<file path="config.mk">
export PLATFORM = sky130hd
export DESIGN_NAME = md_ctrl_flat
export DESIGN_NICKNAME = d
export VERILOG_FILES = /design/src/rtl/md_pkg.sv /design/src/rtl/md_if.sv /design/src/rtl/md_div_step.sv /design/src/rtl/md_ctrl.sv /design/src/flat_wrapper.sv
export SDC_FILE = /design/constraint.sdc
export NUM_CORES = 2
export LEC_CHECK = 0
export ABC_AREA = 0
export CORE_UTILIZATION = 25
export DETAILED_ROUTE_END_ITERATION = 10
export GPL_ROUTABILITY_DRIVEN = 0
export MAX_ROUTING_LAYER = met4
export SYNTH_ARGS = -nofsm -noshare
export SYNTH_HDL_FRONTEND = slang
export SYNTH_HIERARCHICAL = 1
export SYNTH_SLANG_ARGS = --single-unit
</file>
<file path="constraint.sdc">
create_clock -name clk -period 3.35 [get_ports clk]
set_input_delay 0.67 -clock clk [delete_from_list [all_inputs] [get_ports clk]]
set_output_delay 0.67 -clock clk [all_outputs]
set_load 0.1 [all_outputs]
</file>
<file path="src/rtl/md_pkg.sv">
// Shared encodings for the multiply/divide sequencer.
package md_pkg;

   typedef enum logic [1:0] {
      MD_MULT  = 2'b00,
      MD_MULTU = 2'b01,
      MD_DIV   = 2'b10,
      MD_DIVU  = 2'b11
   } md_op_e;

   typedef enum logic [1:0] {
      MD_IDLE,
      MD_MUL_WAIT,
      MD_DIV_RUN,
      MD_DIV_FIX
   } md_state_e;

   localparam int unsigned DIV_ITERS = 32;
   localparam int unsigned CNT_W     = 5;

endpackage

</file>
<file path="src/rtl/md_if.sv">
// EX-stage <-> mul/div unit request and result bundle.
interface md_if #(
   parameter int unsigned DATA_W = 32
);
   logic              md_start;
   logic [1:0]        md_op;
   logic [DATA_W-1:0] md_a;
   logic [DATA_W-1:0] md_b;
   logic              md_flush;
   logic              md_rd_hi;
   logic              md_rd_lo;
   logic              md_wr_hi;
   logic              md_wr_lo;
   logic              md_stall;
   logic              md_busy;
   logic              md_done;
   logic [DATA_W-1:0] hi;
   logic [DATA_W-1:0] lo;

   modport master (
      output md_start, md_op, md_a, md_b, md_flush, md_rd_hi, md_rd_lo, md_wr_hi, md_wr_lo,
      input  md_stall, md_busy, md_done, hi, lo
   );

   modport slave (
      input  md_start, md_op, md_a, md_b, md_flush, md_rd_hi, md_rd_lo, md_wr_hi, md_wr_lo,
      output md_stall, md_busy, md_done, hi, lo
   );
endinterface

</file>
<file path="src/rtl/md_div_step.sv">
// One restoring-division iteration: shift in the next dividend bit, subtract if it fits.
module md_div_step #(
   parameter int unsigned DATA_W = 32
) (
   input  logic [DATA_W-1:0] rem_i,
   input  logic [DATA_W-1:0] quo_i,
   input  logic [DATA_W-1:0] dvs_i,
   output logic [DATA_W-1:0] rem_o,
   output logic [DATA_W-1:0] quo_o
);

   // One extra bit: the shifted remainder can exceed DATA_W bits when dvs_i >= 2^(DATA_W-1).
   logic [DATA_W:0] shifted;

   always_comb begin
      shifted = {rem_i, quo_i[DATA_W-1]};
      if (shifted >= {1'b0, dvs_i}) begin
         rem_o = shifted[DATA_W-1:0] - dvs_i;
         quo_o = {quo_i[DATA_W-2:0], 1'b1};
      end else begin
         rem_o = shifted[DATA_W-1:0];
         quo_o = {quo_i[DATA_W-2:0], 1'b0};
      end
   end

endmodule

</file>
<file path="src/rtl/md_ctrl.sv">
// Multi-cycle MULT/MULTU/DIV/DIVU sequencer owning HI/LO; stalls EX-stage users while busy.
module md_ctrl
   import md_pkg::*;
#(
   parameter int unsigned DATA_W  = 32,
   parameter int unsigned MUL_LAT = 4
) (
   input logic  clk,
   input logic  rst_n,
   md_if.slave  bus
);

   md_state_e           state_q, state_d;
   logic [CNT_W-1:0]    cnt_q, cnt_d;
   logic [DATA_W-1:0]   hi_q, hi_d, lo_q, lo_d;
   logic                done_q, done_d;
   logic [2*DATA_W-1:0] prod_q, prod_d;
   logic [DATA_W-1:0]   rem_q, rem_d, quo_q, quo_d, dvs_q, dvs_d, a_q, a_d;
   logic                qneg_q, qneg_d, rneg_q, rneg_d, dvz_q, dvz_d;

   logic                idle, accept, signed_op;
   logic [DATA_W-1:0]   abs_a, abs_b, rem_nx, quo_nx;
   logic [2*DATA_W-1:0] ext_a, ext_b;

   assign idle      = (state_q == MD_IDLE);
   assign accept    = idle && bus.md_start && !bus.md_flush;
   assign signed_op = (bus.md_op == MD_MULT) || (bus.md_op == MD_DIV);

   assign abs_a = (signed_op && bus.md_a[DATA_W-1]) ? -bus.md_a : bus.md_a;
   assign abs_b = (signed_op && bus.md_b[DATA_W-1]) ? -bus.md_b : bus.md_b;
   assign ext_a = {{DATA_W{signed_op & bus.md_a[DATA_W-1]}}, bus.md_a};
   assign ext_b = {{DATA_W{signed_op & bus.md_b[DATA_W-1]}}, bus.md_b};

   md_div_step #(
      .DATA_W (DATA_W)
   ) u_div_step (
      .rem_i (rem_q),
      .quo_i (quo_q),
      .dvs_i (dvs_q),
      .rem_o (rem_nx),
      .quo_o (quo_nx)
   );

   always_comb begin
      state_d = state_q;
      cnt_d   = cnt_q;
      hi_d    = hi_q;
      lo_d    = lo_q;
      done_d  = 1'b0;
      prod_d  = prod_q;
      rem_d   = rem_q;
      quo_d   = quo_q;
      dvs_d   = dvs_q;
      a_d     = a_q;
      qneg_d  = qneg_q;
      rneg_d  = rneg_q;
      dvz_d   = dvz_q;
      unique case (state_q)
         MD_IDLE: begin
            if (accept) begin
               if (!bus.md_op[1]) begin
                  // Low 2*DATA_W bits of the extended product are exact for both signednesses.
                  prod_d  = ext_a * ext_b;
                  cnt_d   = CNT_W'(MUL_LAT - 1);
                  state_d = MD_MUL_WAIT;
               end else begin
                  rem_d   = '0;
                  quo_d   = abs_a;
                  dvs_d   = abs_b;
                  a_d     = bus.md_a;
                  qneg_d  = signed_op && (bus.md_a[DATA_W-1] ^ bus.md_b[DATA_W-1]);
                  rneg_d  = signed_op && bus.md_a[DATA_W-1];
                  dvz_d   = (bus.md_b == '0);
                  cnt_d   = CNT_W'(DIV_ITERS - 1);
                  state_d = MD_DIV_RUN;
               end
            end else if (!bus.md_flush && !bus.md_start) begin
               if (bus.md_wr_hi) hi_d = bus.md_a;
               if (bus.md_wr_lo) lo_d = bus.md_a;
            end
         end
         MD_MUL_WAIT: begin
            if (cnt_q == '0) begin
               {hi_d, lo_d} = prod_q;
               done_d       = 1'b1;
               state_d      = MD_IDLE;
            end else begin
               cnt_d = cnt_q - 1'b1;
            end
         end
         MD_DIV_RUN: begin
            rem_d = rem_nx;
            quo_d = quo_nx;
            if (cnt_q == '0) state_d = MD_DIV_FIX;
            else             cnt_d   = cnt_q - 1'b1;
         end
         MD_DIV_FIX: begin
            if (dvz_q) begin
               lo_d = '1;
               hi_d = a_q;
            end else begin
               lo_d = qneg_q ? -quo_q : quo_q;
               hi_d = rneg_q ? -rem_q : rem_q;
            end
            done_d  = 1'b1;
            state_d = MD_IDLE;
         end
         default: state_d = MD_IDLE;
      endcase
   end

   always_ff @(posedge clk or negedge rst_n) begin
      if (!rst_n) begin
         state_q <= MD_IDLE;
         cnt_q   <= '0;
         hi_q    <= '0;
         lo_q    <= '0;
         done_q  <= 1'b0;
         prod_q  <= '0;
         rem_q   <= '0;
         quo_q   <= '0;
         dvs_q   <= '0;
         a_q     <= '0;
         qneg_q  <= 1'b0;
         rneg_q  <= 1'b0;
         dvz_q   <= 1'b0;
      end else begin
         state_q <= state_d;
         cnt_q   <= cnt_d;
         hi_q    <= hi_d;
         lo_q    <= lo_d;
         done_q  <= done_d;
         prod_q  <= prod_d;
         rem_q   <= rem_d;
         quo_q   <= quo_d;
         dvs_q   <= dvs_d;
         a_q     <= a_d;
         qneg_q  <= qneg_d;
         rneg_q  <= rneg_d;
         dvz_q   <= dvz_d;
      end
   end

   assign bus.md_busy  = !idle;
   assign bus.md_done  = done_q;
   assign bus.hi       = hi_q;
   assign bus.lo       = lo_q;
   assign bus.md_stall = bus.md_busy && (bus.md_start || bus.md_rd_hi || bus.md_rd_lo ||
                                         bus.md_wr_hi || bus.md_wr_lo);

   // Start together with MTHI/MTLO is an illegal decode; start wins in hardware.
   a_start_wr_excl: assert property (@(posedge clk) disable iff (!rst_n)
      !(idle && bus.md_start && (bus.md_wr_hi || bus.md_wr_lo)));

endmodule

</file>
<file path="src/flat_wrapper.sv">
// flat-port wrapper written by rule: the top's interface ports become plain ports
module md_ctrl_flat import md_pkg::*;
#(
   parameter int unsigned DATA_W  = 32,
   parameter int unsigned MUL_LAT = 4
)
  (clk, rst_n, bus_md_start, bus_md_op, bus_md_a, bus_md_b, bus_md_flush, bus_md_rd_hi, bus_md_rd_lo, bus_md_wr_hi, bus_md_wr_lo, bus_md_stall, bus_md_busy, bus_md_done, bus_hi, bus_lo);
  md_if #(.DATA_W(DATA_W)) bus_i ();
  input logic clk;
  input logic rst_n;
  input wire logic [$bits(bus_i.md_start)-1:0] bus_md_start;
  input wire logic [$bits(bus_i.md_op)-1:0] bus_md_op;
  input wire logic [$bits(bus_i.md_a)-1:0] bus_md_a;
  input wire logic [$bits(bus_i.md_b)-1:0] bus_md_b;
  input wire logic [$bits(bus_i.md_flush)-1:0] bus_md_flush;
  input wire logic [$bits(bus_i.md_rd_hi)-1:0] bus_md_rd_hi;
  input wire logic [$bits(bus_i.md_rd_lo)-1:0] bus_md_rd_lo;
  input wire logic [$bits(bus_i.md_wr_hi)-1:0] bus_md_wr_hi;
  input wire logic [$bits(bus_i.md_wr_lo)-1:0] bus_md_wr_lo;
  output wire logic [$bits(bus_i.md_stall)-1:0] bus_md_stall;
  output wire logic [$bits(bus_i.md_busy)-1:0] bus_md_busy;
  output wire logic [$bits(bus_i.md_done)-1:0] bus_md_done;
  output wire logic [$bits(bus_i.hi)-1:0] bus_hi;
  output wire logic [$bits(bus_i.lo)-1:0] bus_lo;
  assign bus_i.md_start = bus_md_start;
  assign bus_i.md_op = bus_md_op;
  assign bus_i.md_a = bus_md_a;
  assign bus_i.md_b = bus_md_b;
  assign bus_i.md_flush = bus_md_flush;
  assign bus_i.md_rd_hi = bus_md_rd_hi;
  assign bus_i.md_rd_lo = bus_md_rd_lo;
  assign bus_i.md_wr_hi = bus_md_wr_hi;
  assign bus_i.md_wr_lo = bus_md_wr_lo;
  assign bus_md_stall = bus_i.md_stall;
  assign bus_md_busy = bus_i.md_busy;
  assign bus_md_done = bus_i.md_done;
  assign bus_hi = bus_i.hi;
  assign bus_lo = bus_i.lo;
  md_ctrl #(.DATA_W(DATA_W), .MUL_LAT(MUL_LAT)) u_core (.clk(clk), .rst_n(rst_n), .bus(bus_i));
endmodule
</file>
## Word-level counts from Yosys, hierarchy flattened

Index checks and enable logic that the tools add are counted.

| word-level totals | value |
|---|---|
| flip-flop bits (word level) | 267 |
| word-level logic and storage cells | 103 |
| output and inout port bits | 67 |
| input bits | 74 |

| operators by class | value |
|---|---|
| equality and inequality tests | 13 |
| mux-type cells | 35 |
| bitwise logic cells | 4 |
| order comparisons | 1 |
| add/sub/neg operators | 6 |
| reduce and logical (&&, ||, !) cells | 30 |
| multiply operators | 1 |

Operators by type and width:

| cell | count |
|---|---|
| 32-bit two-way mux | 19 |
| 32-bit case mux with 3 select lines | 2 |
| 32-bit negator | 4 |
| 32-bit case mux with 2 select lines | 2 |
| 33-bit by 33-bit multiplier with 64-bit output | 1 |
| 33-bit by 32-bit greater-or-equal comparator with 1-bit output | 1 |
| 32-bit zero test | 1 |
| 32-bit subtractor | 1 |
| 5-bit two-way mux | 3 |
| 3-bit AND reduction | 5 |
| 2-bit inequality test (second input constant) | 7 |
| 5-bit case mux with 2 select lines | 1 |
| 5-bit AND reduction | 2 |
| 2-bit two-way mux | 4 |
| 2-bit case mux with 4 select lines | 1 |
| 1-bit logical AND | 7 |
| 2-bit equality test (second input constant) | 3 |
| 5-bit zero test | 1 |
| 1-bit logical OR | 5 |
| 5-bit by 1-bit subtractor with 5-bit output (second input constant) | 1 |
| 2-bit zero test | 2 |
| 2-bit by 1-bit inequality test with 1-bit output (second input constant) | 2 |
| 2-bit nonzero test | 2 |
| 1-bit zero test | 3 |
| 8 further kinds | 10 |

## Depth between registers and ports, before layout

| depth | value |
|---|---|
| word-level depth | 7 |
| gate-level depth with buffers | 33 |
| gate-level depth less buffers | 28 |

## Modules after synthesis

Netlist, hierarchy kept.

Modules (own cells, without submodules):

| module | times used | sequential area each (µm²) | cells an instance | area an instance (µm²) |
|---|---|---|---|---|
| md_ctrl | 1 | 6,681.4 | 5,822 | 51,844.7 |
| md_div_step | 1 | 0.0 | 412 | 2,702.6 |

## Least setup slack after synthesis

Ideal clock, no wire load.

| timing path | value |
|---|---|
| path type | in2reg |
| start | input bus_md_a[31] |
| end | register u_core.prod_q[63] |
| setup time | 0.129 ns |
| arrival | 8.672 ns |
| path slack | -5.451 ns |
| buffers on the path | 4 |
| stages | 32 |
| data required time | 3.221 ns |
| cell sequence | clkbuf_1 -> nor2b_1 -> clkbuf_1 -> clkbuf_1 -> clkbuf_1 -> nand2_1 -> inv_1 -> fa_1 -> inv_1 -> fa_1 -> inv_1 -> fa_1 -> fa_1 -> inv_1 -> fa_1 -> inv_1 -> fa_1 -> inv_1 -> fa_1 -> fa_1 -> inv_1 -> ha_1 -> a21o_1 -> a21o_1 -> a21o_1 -> nand3_1 -> o211ai_1 -> o2111ai_1 -> nand3_1 -> a31oi_1 -> xnor2_1 -> o21ai_1 |

| between the ends | value |
|---|---|
| cells in the longest elaborated chain, start to end | 2 |

RTL lines:

| what | line | RTL |
|---|---|---|
| start: declaration | flat_wrapper.sv:13 | `input wire logic [$bits(bus_i.md_a)-1:0] bus_md_a;` |
| 1-bit AND | md_ctrl.sv:31 | `assign ext_a = {{DATA_W{signed_op & bus.md_a[DATA_W-1]}}, bus.md_a};` |
| 33-bit by 33-bit multiplier with 64-bit output * | md_ctrl.sv:63 | `prod_d = ext_a * ext_b;` |
| end signal: assignment | md_ctrl.sv:133 | `prod_q <= prod_d;` |
| end: declaration | md_ctrl.sv:17 | `logic [2*DATA_W-1:0] prod_q, prod_d;` |

Mark *: on every way between the ends. The rest lies on a longest branch, timed or not.
A chain may end at the register's enable or synchronous reset.

## Final worst setup path

| timing path | value |
|---|---|
| start | input bus_md_a[31] |
| end | register u_core.prod_q[62] |

The elaborated chain is that of the path after synthesis.

==> results by group <==
Outcome
  • Status: finished with violations
  • Violated checks: setup timing

STA
  • Worst slew pin tran: 1010 ps
  • RSZ-0062 raised after global routing: true
  • Clk_skew: 38.3 ps
  • Final Hold Fails: 0
  • Fin crit share: 221%
  • Max-Slew Margin vs Limit: 32.5%
  • Fin worst setup slack: -4060 ps
  • Number of setup violations in the final report: 59
  • Pins over their slew limit: 0
  • Post-route minimum period: 7410 ps
  • Fmax: 135 MHz

Route
  • Routed wire length: 185 mm
  • Vias: 44600
  • Routed WL per cell: 19.2 um
  • DRT Pass-1 Iters: 5
  • Avg Vias per Cell: 4.64
  • Drt drc: 0
  • DR iter-0 viols: 3578
  • ANT nets after route: 0

Floorplan
  • Starting density of the core: 25.1%
  • Die X: 469 um
  • Core area: 0.217 mm2
  • Std cell rows: 171
  • Ports: 141
  • Die span in y: 469 um
  • Full die area: 0.220 mm2

Synthesis
  • Mapped Cells: 6234
  • Library cells used by synthesis: 89
  • Syn Area/Cell: 8.75 um2
  • Netlist Area Pre-Place: 0.0545 mm2
  • Syn Nets: 7688
  • Synth Warn #: 6
  • Sequential fraction of the synthesis area: 12.2%
  • Asr flop ratio synth: 100%
  • Number of synthesized flops with an enable pin: 0
  • Main synth FF type: dfrtp_1
  • Seq cells post-synth: 267

Placed design
  • DP HPWL: 149 mm
  • Dpl cell area: 0.0637 mm2
  • Port Buffers: 140

Critical path
  • Crit path capture: u_core/prod_q[62]
  • Worst path buffer plus inverter count: 8
  • Slowest stage cell, crit path: fa_2
  • Crit Path Class: in -> reg
  • Critical path depth in cells: 29
  • Worst setup path start: bus_md_a[31]
  • Peak per-stage delay on the critical path: 600 ps
  • CP dominant cell by count: fa_1
  • Worst setup EP type: flop
  • Worst reg2reg startpoint: u_core/dvs_q[8]
  • Crit-path leading delay family: adder cells
  • Worst Setup Start Kind: input port
  • Worst reg-to-reg path cell count: 13
  • Crit path DAT: 7890 ps
  • CP max FO: 5
  • WP data required: 3820 ps
  • R2R Setup Slk: 190 ps
  • Critical R2R Capture: u_core/rem_q[25]

Finish
  • Fillers: 22400
  • P&R area growth vs syn: 25.3%
  • Layout cell share with drive strength beyond 1: 21.8%
  • Layout Utilization: 31.5%
  • Fin area: 0.0684 mm2
  • # nets final: 8199

Clock tree
  • Sink Count: 267
  • Num CTS Buffers: 25
  • CTS root buf: clkbuf_16
  • H-tree levels: 1
  • Number of hold buffers added after CTS: 0
  • Worst skew pair latency: 600 ps
  • Clock Pin Slew Worst Setup and Hold Paths: 70 ps
  • CTS max path bufs: 3
  • CTS tree: yes

Global route
  • Total Routing Usage GR: 17.1%
  • Pin count of the biggest net entering global routing: 98
  • Antenna violations before repair: 7
  • Vias in the first global route: 46700
  • Grt total ovfl: 0
  • First-pass GRT wire length: 282 mm

Flow run
  • MaxCap Viol Count: 0

Worst hold path
  • Hold Path Class: in -> async
==> how the worst min path moves through the flow <==
| stage | startpoint | to | depth (start not counted) |
|---|---|---|---|
| after floorplan | rst_n | u_core/a_q[0] | 0 |
| after CTS | rst_n | u_core/rem_q[14] | 1 |
| after global placement | u_core/prod_q[3] | u_core/prod_q[3] | 2 |
| after global routing | rst_n | u_core/bus.hi[31] | 1 |
| final | rst_n | u_core/bus.hi[31] | 1 |
| after detailed placement | u_core/prod_q[1] | u_core/prod_q[1] | 2 |
==> state kept, by name (all words and copies together), names as in the netlist, 5 cells and up <==
signal	flops
u_core/a_q	32
u_core/bus.hi	32
u_core/bus.lo	32
u_core/cnt_q	5
u_core/dvs_q	32
u_core/prod_q	64
u_core/quo_q	32
u_core/rem_q	32
==> per-layer routing <==
metal	up-vias	share of wire (%)	track usage [%]
met5	-	0	-
met4	0	3.8	5.37
met3	260	6.6	1.81
met2	1599	47	27.7
met1	22900	43	22.3
li1	19900	-	-
==> area by class of cell <==
type / count / area (um2) / area share (%)
well taps: 2854 / 3570 / 5.22
clock inverters: 16 / 184 / 0.269
multi-input cells: 4334 / 44000 / 64.3
inverters: 1209 / 4560 / 6.68
repair buffers: 908 / 8710 / 12.7
flip-flops and latches: 267 / 6680 / 9.78
diodes: 7 / 17.5 / 0.0256
clock buffers: 30 / 644 / 0.943
==> worst reg2reg max path: stages (launching register included) <==
cell,delay (ps)
dfrtp_1,360
inv_1,60
ha_1,380
nand4_2,160
or3_4,440
a211o_1,280
a211oi_2,290
o311a_2,270
nor2_4,70
buf_4,170
buf_4,160
o31ai_2,230
nand2_1,70
o21ai_0,150
==> cells by family after synthesis <==
group	after synthesis	share of synthesized area, %
adders and majority gates	1380	47.2
AOI/OAI and AO/OA	821	9.31
muxes	38	0.771
xor gates and xnor gates	212	3.40
buffers and inverters	1633	11.5
and+or+nand+nor	1883	15.6
DFF	267	12.2
==> through the flow <==
| step | std cells | worst slack, ps | hold WS (ps) | setup TNS (ps) |
|---|---|---|---|---|
| after floorplan | 6234 | -4530 | 374 | -196760 |
| after global placement | 9439 | -5440 | 460 | -280370 |
| after detailed placement | 9439 | -5520 | 464 | -283500 |
| after CTS | 9568 | -4120 | 88.9 | -191930 |
| after global routing | 9624 | -4240 | 135 | -198790 |
| final | 9625 | -4060 | 74.0 | -190050 |
==> layout by cell type, fill, tap and decap left out, drive strengths merged, types with 8 or more instances in the layout <==
cell | Yosys | routed
nor3 | 29 | 29
nand3 | 29 | 29
o21ai | 327 | 327
or3 | 20 | 20
nand2 | 1165 | 1165
xor2 | 93 | 93
a31oi | 74 | 74
o21a | 18 | 18
mux2 | 32 | 32
o21bai | 11 | 11
inv | 1208 | 1207
nor4 | 16 | 16
fa | 1126 | 1126
clkdlybuf4s50 | 0 | 8
nand2b | 22 | 22
o211ai | 14 | 14
and3 | 16 | 16
o41ai | 18 | 18
clkbuf | 304 | 36
a22oi | 60 | 60
clkinv | 1 | 8
o31ai | 34 | 34
nand4 | 16 | 16
a21oi | 161 | 161
ha | 254 | 254
buf | 120 | 877
nor2 | 215 | 215
a211oi | 12 | 12
bufbuf | 0 | 8
a21o | 49 | 49
nor2b | 13 | 13
and2 | 295 | 295
xnor2 | 119 | 119
dfrtp | 267 | 267
or4 | 16 | 16
==> cells in the mapped netlist (all sizes together), types with 12 or more instances <==
| cell type | number | area (um2) |
|---|---|---|
| dfrtp | 267 | 6680 |
| nand2b | 22 | 153 |
| nand4 | 16 | 113 |
| mux2 | 32 | 360 |
| and2 | 295 | 1850 |
| buf | 120 | 612 |
| or4 | 16 | 124 |
| o211ai | 14 | 115 |
| o21ai | 327 | 1640 |
| o31ai | 34 | 290 |
| o41ai | 18 | 191 |
| nand2 | 1165 | 4380 |
| nor3 | 29 | 160 |
| a31oi | 74 | 463 |
| a21o | 49 | 368 |
| nand3 | 29 | 150 |
| xor2 | 93 | 815 |
| inv | 1208 | 4530 |
| or3 | 20 | 145 |
| a211oi | 12 | 100 |
| clkbuf | 304 | 1140 |
| a21oi | 161 | 813 |
| and3 | 16 | 100 |
| fa | 1126 | 22500 |
| nor2b | 13 | 81.3 |
| a22oi | 60 | 450 |
| nor2 | 215 | 817 |
| nor4 | 16 | 183 |
| o21a | 18 | 135 |
| ha | 254 | 3180 |
| xnor2 | 119 | 1040 |
==> repair_timing <==
action,4_1_cts,5_1_grt
setup endpoints to repair,65,70
pin swaps,246,232
gates cloned,10,3
resized for setup,458,301
buffers inserted,83,62
Power is not shown: default switching activity piles up to over one toggle a cycle in this logic, so the estimate is an artifact.
